[config.mk]
export PLATFORM = sky130hd
export DESIGN_NAME = vending_machine
export DESIGN_NICKNAME = d
export VERILOG_FILES = /design/src/rtl/vending_machine.sv
export SDC_FILE = /design/constraint.sdc
export NUM_CORES = 1
export LEC_CHECK = 0
export ABC_AREA = 1
export BUFFER_PORTS_ARGS = -buffer_cell sky130_fd_sc_hd__buf_2
export CORE_MARGIN = 1.5
export CORE_UTILIZATION = 42
export DETAILED_ROUTE_END_ITERATION = 16
export GPL_TIMING_DRIVEN = 0
export HOLD_SLACK_MARGIN = 0.1
export SETUP_SLACK_MARGIN = 0.05
export SLEW_MARGIN = 25
export SYNTH_ARGS = -nofsm -noshare
export SYNTH_HDL_FRONTEND = slang
export SYNTH_SLANG_ARGS = --single-unit
[constraint.sdc]
create_clock -name clk -period 3.9 [get_ports clk]
set_input_delay 0.585 -clock clk [delete_from_list [all_inputs] [get_ports clk]]
set_output_delay 0.585 -clock clk [all_outputs]
set_load 0.01 [all_outputs]
[src/rtl/vending_machine.sv]
// Vending controller: admin path registers items and prices, user path takes coins,
// vends from a 16-entry item table and returns change. Exposes its state number for debug.
module vending_machine #(
    parameter logic [3:0] ADMIN_PSWRD = 4'd0,
    parameter int         BAL_W       = 6
) (
    input  logic       clk,
    input  logic       res,
    input  logic       mode,
    input  logic       ent,
    input  logic [0:3] pswrd,
    input  logic [0:2] mon,
    input  logic [0:3] it_no,
    input  logic       rem,
    input  logic       add_mon,
    output logic       err_pswrd,
    output logic       err_it_no,
    output logic       suc_it_no,
    output logic       suc_rem,
    output logic [0:4] state,
    output logic [0:9] all_led
);

    typedef enum logic [4:0] {
        S_IDLE       = 5'd0,
        S_MODE       = 5'd1,
        S_PWD_IN     = 5'd2,
        S_PWD_CHK    = 5'd3,
        S_ITEM_IN    = 5'd4,
        S_ITEM_CHK   = 5'd5,
        S_ITEM_DUP   = 5'd6,
        S_PRICE_IN   = 5'd7,
        S_ITEM_ADD   = 5'd8,
        S_USER       = 5'd9,
        S_ADD_MON    = 5'd10,
        S_SEL_IN     = 5'd11,
        S_SEL_CHK    = 5'd12,
        S_BAL_CHK    = 5'd13,
        S_VENDED     = 5'd14,
        S_CHANGE_Q   = 5'd15,
        S_CHANGE_OUT = 5'd16
    } state_t;

    state_t           cur, nxt;
    logic             ent_d, add_d, ent_p, add_p, flag_clr;
    logic [3:0]       pswrd_l, it_no_l;
    logic [2:0]       price_l;
    logic [BAL_W-1:0] balance;
    logic [BAL_W:0]   bal_sum;
    logic             tbl_valid [0:15];
    logic [2:0]       tbl_price [0:15];
    logic             sel_valid;
    logic [2:0]       sel_price;
    logic             set_err_pswrd, set_err_it_no, set_suc_it_no, set_suc_rem;
    logic             lat_pswrd, lat_it, lat_price, tbl_wr, bal_add, bal_sub, bal_clr;

    assign sel_valid = tbl_valid[it_no_l];
    assign sel_price = tbl_price[it_no_l];
    assign bal_sum   = {1'b0, balance} + (BAL_W+1)'(mon);
    assign flag_clr  = ent_p | add_p;
    assign state     = cur;

    // Registered rising-edge detectors for the two buttons
    always_ff @(posedge clk or posedge res) begin
        if (res) begin
            ent_d <= 1'b0;
            add_d <= 1'b0;
            ent_p <= 1'b0;
            add_p <= 1'b0;
        end else begin
            ent_d <= ent;
            add_d <= add_mon;
            ent_p <= ent & ~ent_d;
            add_p <= add_mon & ~add_d;
        end
    end

    // State register
    always_ff @(posedge clk or posedge res) begin
        if (res) begin
            cur <= S_IDLE;
        end else begin
            cur <= nxt;
        end
    end

    // Next-state, flag-set and datapath-enable decode
    always_comb begin
        nxt           = cur;
        set_err_pswrd = 1'b0;
        set_err_it_no = 1'b0;
        set_suc_it_no = 1'b0;
        set_suc_rem   = 1'b0;
        lat_pswrd     = 1'b0;
        lat_it        = 1'b0;
        lat_price     = 1'b0;
        tbl_wr        = 1'b0;
        bal_add       = 1'b0;
        bal_sub       = 1'b0;
        bal_clr       = 1'b0;
        case (cur)
            S_IDLE:     if (ent_p) nxt = S_MODE; else nxt = cur;
            S_MODE: begin
                if (ent_p) nxt = mode ? S_PWD_IN : S_USER;
                else       nxt = cur;
            end
            S_PWD_IN: begin
                if (ent_p) begin lat_pswrd = 1'b1; nxt = S_PWD_CHK; end
                else       nxt = cur;
            end
            S_PWD_CHK: begin
                if (pswrd_l == ADMIN_PSWRD) nxt = S_ITEM_IN;
                else begin set_err_pswrd = 1'b1; nxt = S_PWD_IN; end
            end
            S_ITEM_IN: begin
                if (ent_p) begin lat_it = 1'b1; nxt = S_ITEM_CHK; end
                else       nxt = cur;
            end
            S_ITEM_CHK: begin
                if (sel_valid) begin set_err_it_no = 1'b1; nxt = S_ITEM_DUP; end
                else           nxt = S_PRICE_IN;
            end
            S_ITEM_DUP: nxt = S_IDLE;
            S_PRICE_IN: begin
                if (ent_p) begin lat_price = 1'b1; nxt = S_ITEM_ADD; end
                else       nxt = cur;
            end
            S_ITEM_ADD: begin
                tbl_wr        = 1'b1;
                set_suc_it_no = 1'b1;
                nxt           = S_IDLE;
            end
            // Coin insertion wins over enter when both pulse together
            S_USER: begin
                if (add_p)      nxt = S_ADD_MON;
                else if (ent_p) nxt = S_SEL_IN;
                else            nxt = cur;
            end
            S_ADD_MON: begin bal_add = 1'b1; nxt = S_USER; end
            S_SEL_IN: begin
                if (ent_p) begin lat_it = 1'b1; nxt = S_SEL_CHK; end
                else       nxt = cur;
            end
            S_SEL_CHK: begin
                if (sel_valid) nxt = S_BAL_CHK;
                else begin set_err_it_no = 1'b1; nxt = S_SEL_IN; end
            end
            S_BAL_CHK: begin
                if (balance >= BAL_W'(sel_price)) begin
                    bal_sub       = 1'b1;
                    set_suc_it_no = 1'b1;
                    nxt           = S_VENDED;
                end else begin
                    nxt = S_USER;
                end
            end
            S_VENDED:   if (ent_p) nxt = S_CHANGE_Q; else nxt = cur;
            S_CHANGE_Q: begin
                if (ent_p) nxt = rem ? S_CHANGE_OUT : S_USER;
                else       nxt = cur;
            end
            S_CHANGE_OUT: begin bal_clr = 1'b1; set_suc_rem = 1'b1; nxt = S_IDLE; end
            default:    nxt = S_IDLE;
        endcase
    end

    // Input latches, item table, balance and balance thermometer
    always_ff @(posedge clk or posedge res) begin
        if (res) begin
            pswrd_l <= 4'd0;
            it_no_l <= 4'd0;
            price_l <= 3'd0;
            balance <= '0;
            all_led <= 10'd0;
            for (int i = 0; i < 16; i++) begin
                tbl_valid[i] <= 1'b0;
                tbl_price[i] <= 3'd0;
            end
            tbl_valid[0] <= 1'b1;
            tbl_price[0] <= 3'd1;
            tbl_valid[1] <= 1'b1;
            tbl_price[1] <= 3'd2;
        end else begin
            if (lat_pswrd) pswrd_l <= pswrd;
            if (lat_it)    it_no_l <= it_no;
            if (lat_price) price_l <= mon;
            if (tbl_wr) begin
                tbl_valid[it_no_l] <= 1'b1;
                tbl_price[it_no_l] <= price_l;
            end
            if (bal_clr)      balance <= '0;
            else if (bal_add) balance <= bal_sum[BAL_W] ? {BAL_W{1'b1}} : bal_sum[BAL_W-1:0];
            else if (bal_sub) balance <= balance - BAL_W'(sel_price);
            for (int i = 0; i < 10; i++) begin
                all_led[i] <= (32'(balance) > 32'(i));
            end
        end
    end

    // Sticky status flags; a set in the same cycle as a clear takes precedence
    always_ff @(posedge clk or posedge res) begin
        if (res) begin
            err_pswrd <= 1'b0;
            err_it_no <= 1'b0;
            suc_it_no <= 1'b0;
            suc_rem   <= 1'b0;
        end else begin
            err_pswrd <= set_err_pswrd | (err_pswrd & ~flag_clr);
            err_it_no <= set_err_it_no | (err_it_no & ~flag_clr);
            suc_it_no <= set_suc_it_no | (suc_it_no & ~flag_clr);
            suc_rem   <= set_suc_rem   | (suc_rem   & ~flag_clr);
        end
    end

endmodule

==> impl_metrics.yaml <==
synthesis:
  postSynth.topFlopCell: "sky130_fd_sc_hd__dfrtp_1"
  yosysWarningCount: 0
  yosys_register_bits: 104
  synth_cell_types: 37
  synthesized_area_per_cell_um2: 8.30
  mappedNetlistNets: 629
  async_s_r_ff_share_synth: 1.00
  synthCells: 603
  netlist_area_um2: 5010
  yosysSeqAreaShare: 0.521
  synth_edf_count: 0
placed_design:
  placed_cells: 782
  dpl_worst_slack_ns: 0.532
  placement.io_buffers: 35
  placement.cell_area_um2: 5390
  placer_congestion_estimate: 0.857
  hpwlAfterDp_mm: 8.36
grt:
  grt_util_all_layers: 0.201
  vias_in_the_first_global_route: 3977
  grt_util_met2: 0.308
  grt_start_max_net_pins: 57
  antenna_found_initial: 0
  grtUsageMet3: 0.0405
  global_route.usage.met1: 0.287
  globalRoute.busiestLayer: "met2"
  first_pass_grt_wire_length_mm: 19.7
  global_route.overflow_total: 0
die:
  design.portCount: 36
  rows: 39
  die-height_um: 112
  coreArea_um2: 11500
  die_area_um2: 12600
  initial_core_util: 0.435
  chip_width_um: 112
route:
  detailedRoute.firstPassIterationCount: 7
  detailedRoute.firstIterationViolations: 393
  wire_length_per_cell_um: 15.0
  num_vias: 4132
  drt.antenna.violating_nets: 0
  drt-vias-per-instance: 5.18
  drcViolationCount: 0
  wl_mm: 11.9
setup_path:
  worstPathRequired_ns: 4.11
  end_kind: "flop"
  crit_arrival_ns: 3.57
  setup.reg_to_reg.worst_slack_ns: 0.54
  worstSetupPathType: "reg -> reg"
  worst-path-max-fanout: 10
  number_of_cells_on_the_worst_reg_to_reg_path: 16
  worstSetupStartpointType: "flop"
layout:
  seq_area_um2: 2610
  drive_above_1_share: 0.131
  most-common-layout-cells: "sky130_fd_sc_hd__nand2_1 (203), sky130_fd_sc_hd__dfrtp_1 (100), sky130_fd_sc_hd__o21ai_0 (65)"
  multi_input_comb_area_um2: 2070
  final_cells: 797
  num-nets-final: 676
  fill_cells: 1133
  mostFrequentLayoutCell: "sky130_fd_sc_hd__nand2_1"
  area_growth_pct: 13.2
  post-route-cell-area_um2: 5670
  antennaDiodeCount: 0
clock_tree:
  cts-hold-fix-buffers: 0
  tritoncts: "done"
  clock_tree.htree_level_count: 3
  clockBufferDepth: 2
  cts.sinks: 104
  clk_pin_slew_worst_paths_ns: 0.07
  post_cts_buffers: 0
  cts.root.buffer_cell: "sky130_fd_sc_hd__clkbuf_16"
  total_clock_buffers_created_by_cts: 9
  clock_latency_ns: 0.35
  cts_resized: 0
power:
  clkPwrFrac: 0.188
  switchingPower_w: 0.00187
  report.power.total_w: 0.00449
  power.share.sequential: 0.391
  sw_frac_of_total: 0.416
  relative_contribution_of_combinational_cells_to_total_power: 0.422
  vdd.ir_drop.worst_v: 0.000358
  intPower_w: 0.00262
  power-per-cell-area_nw_per_um2: 793
  leakagePower_nw: 2.87
timing:
  post_route_setup_tns_ns: 0
  final_cycle_utilization_of_the_critical_path: 0.861
  timing.fmax_mhz: 298
  final-hold-violation-count: 0
  rsz0062_at_grt: "false"
  worst_slack_ns: 0.542
  final-setup-viol-count: 0
  fin_skew_ns: 0.00522
  timing.max_slew.rel_slack: 0.602
  tightestPinTransition_ns: 0.593
  number_of_max_slew_violations_in_the_final_report: 0
  min_period_ns: 3.36
run:
  maxCapViolCount: 0
status:
  result_of_the_run: "complete, no violations"
min_path:
  min-delay-path-class: "in -> async"
[layer usage]
layer  vias to the layer above  share of wire
met1                      1962           0.49
met3                        18          0.047
met2                       110           0.45
met4                         0          0.016
li1                       2042              -
met5                         -              0
[power by group through the flow]
stage	clock network [W]	logic (W)	registers, W
after CTS	0.000862	0.00189	0.00175
after global placement	0	0.00184	0.00176
final	0.000843	0.00190	0.00176
after global routing	0.000904	0.00217	0.00180
after floorplan	0	0.00135	0.00174
after detailed placement	0	0.00189	0.00177
[critical path: stages (launching register included)]
cell                      delay, ns
sky130_fd_sc_hd__dfrtp_1       0.36
sky130_fd_sc_hd__buf_4         0.18
sky130_fd_sc_hd__inv_2         0.22
sky130_fd_sc_hd__nor2_1        0.11
sky130_fd_sc_hd__buf_2         0.23
sky130_fd_sc_hd__a22oi_1       0.18
sky130_fd_sc_hd__nand2_1       0.08
sky130_fd_sc_hd__nand2_1       0.08
sky130_fd_sc_hd__nand4_1       0.16
sky130_fd_sc_hd__ha_1          0.25
sky130_fd_sc_hd__fa_1          0.40
sky130_fd_sc_hd__o21ai_0       0.30
sky130_fd_sc_hd__nor2_1        0.10
sky130_fd_sc_hd__nand2_1       0.07
sky130_fd_sc_hd__nand2_1       0.13
sky130_fd_sc_hd__nand3_1       0.25
sky130_fd_sc_hd__o21ai_0       0.13
[cells by family after synthesis]
| kind of cell | Yosys count | share of synthesized area |
|---|---|---|
| multiplexers | 2 | 0.00450 |
| AND/OR/NAND/NOR | 295 | 0.249 |
| buffers and inverters | 77 | 0.0662 |
| XOR/XNOR | 3 | 0.00525 |
| adder cells (fa/ha/maj) | 9 | 0.0255 |
| AO/OA/AOI/OAI | 113 | 0.128 |
| flip-flops | 104 | 0.521 |
[registers in the layout, summed over array words and instances (netlist names)]
signal     count
tbl_valid     16
err_pswrd      1
pswrd_l        4
balance        6
price_l        3
ent_d          1
suc_it_no      1
suc_rem        1
err_it_no      1
state          5
all_led       10
add_p          1
it_no_l        4
add_d          1
tbl_price     48
ent_p          1
[cell type report]
type | count | area share
flip-flops and latches | 104 | 0.460
repair buffers | 36 | 0.0358
multi-input cells | 422 | 0.365
clock inverters | 3 | 0.00309
plain buffers | 13 | 0.0159
inverters | 64 | 0.0435
well taps | 143 | 0.0316
clock buffers | 12 | 0.0453
[synth_stat cells (4+ instances only)]
library cell,count,area share
sky130_fd_sc_hd__nand2_1,203,0.15
sky130_fd_sc_hd__dfrtp_1,100,0.50
sky130_fd_sc_hd__o21ai_0,65,0.065
sky130_fd_sc_hd__inv_1,58,0.043
sky130_fd_sc_hd__nor2_1,44,0.033
sky130_fd_sc_hd__a22oi_1,24,0.036
sky130_fd_sc_hd__nand3_1,22,0.022
sky130_fd_sc_hd__a21oi_1,12,0.012
sky130_fd_sc_hd__ha_1,7,0.017
sky130_fd_sc_hd__inv_2,5,0.0037
sky130_fd_sc_hd__nor2_2,5,0.0062
sky130_fd_sc_hd__buf_4,4,0.0060
sky130_fd_sc_hd__dfstp_2,4,0.021
sky130_fd_sc_hd__nand4_1,4,0.0050
sky130_fd_sc_hd__nor3_1,4,0.0040
sky130_fd_sc_hd__o21ai_1,4,0.0040
[path summary, 6_finish.rpt]
check,startpoint,end
max,it_no_l[0],balance[1]
min,res,add_d
max reg2reg,it_no_l[0],balance[1]
min reg2reg,add_d,add_p
max in group asynchronous,res,tbl_price[36]
min in group clk,add_mon,add_d
[stage by stage]
stage	utilization	hold WS, ns
after floorplan	-	0.376
after global placement	0.465	0.381
after detailed placement	0.468	0.396
after CTS	0.492	0.309
after global routing	0.492	0.337
final	0.492	0.286
(Power assumes the default switching activity.)
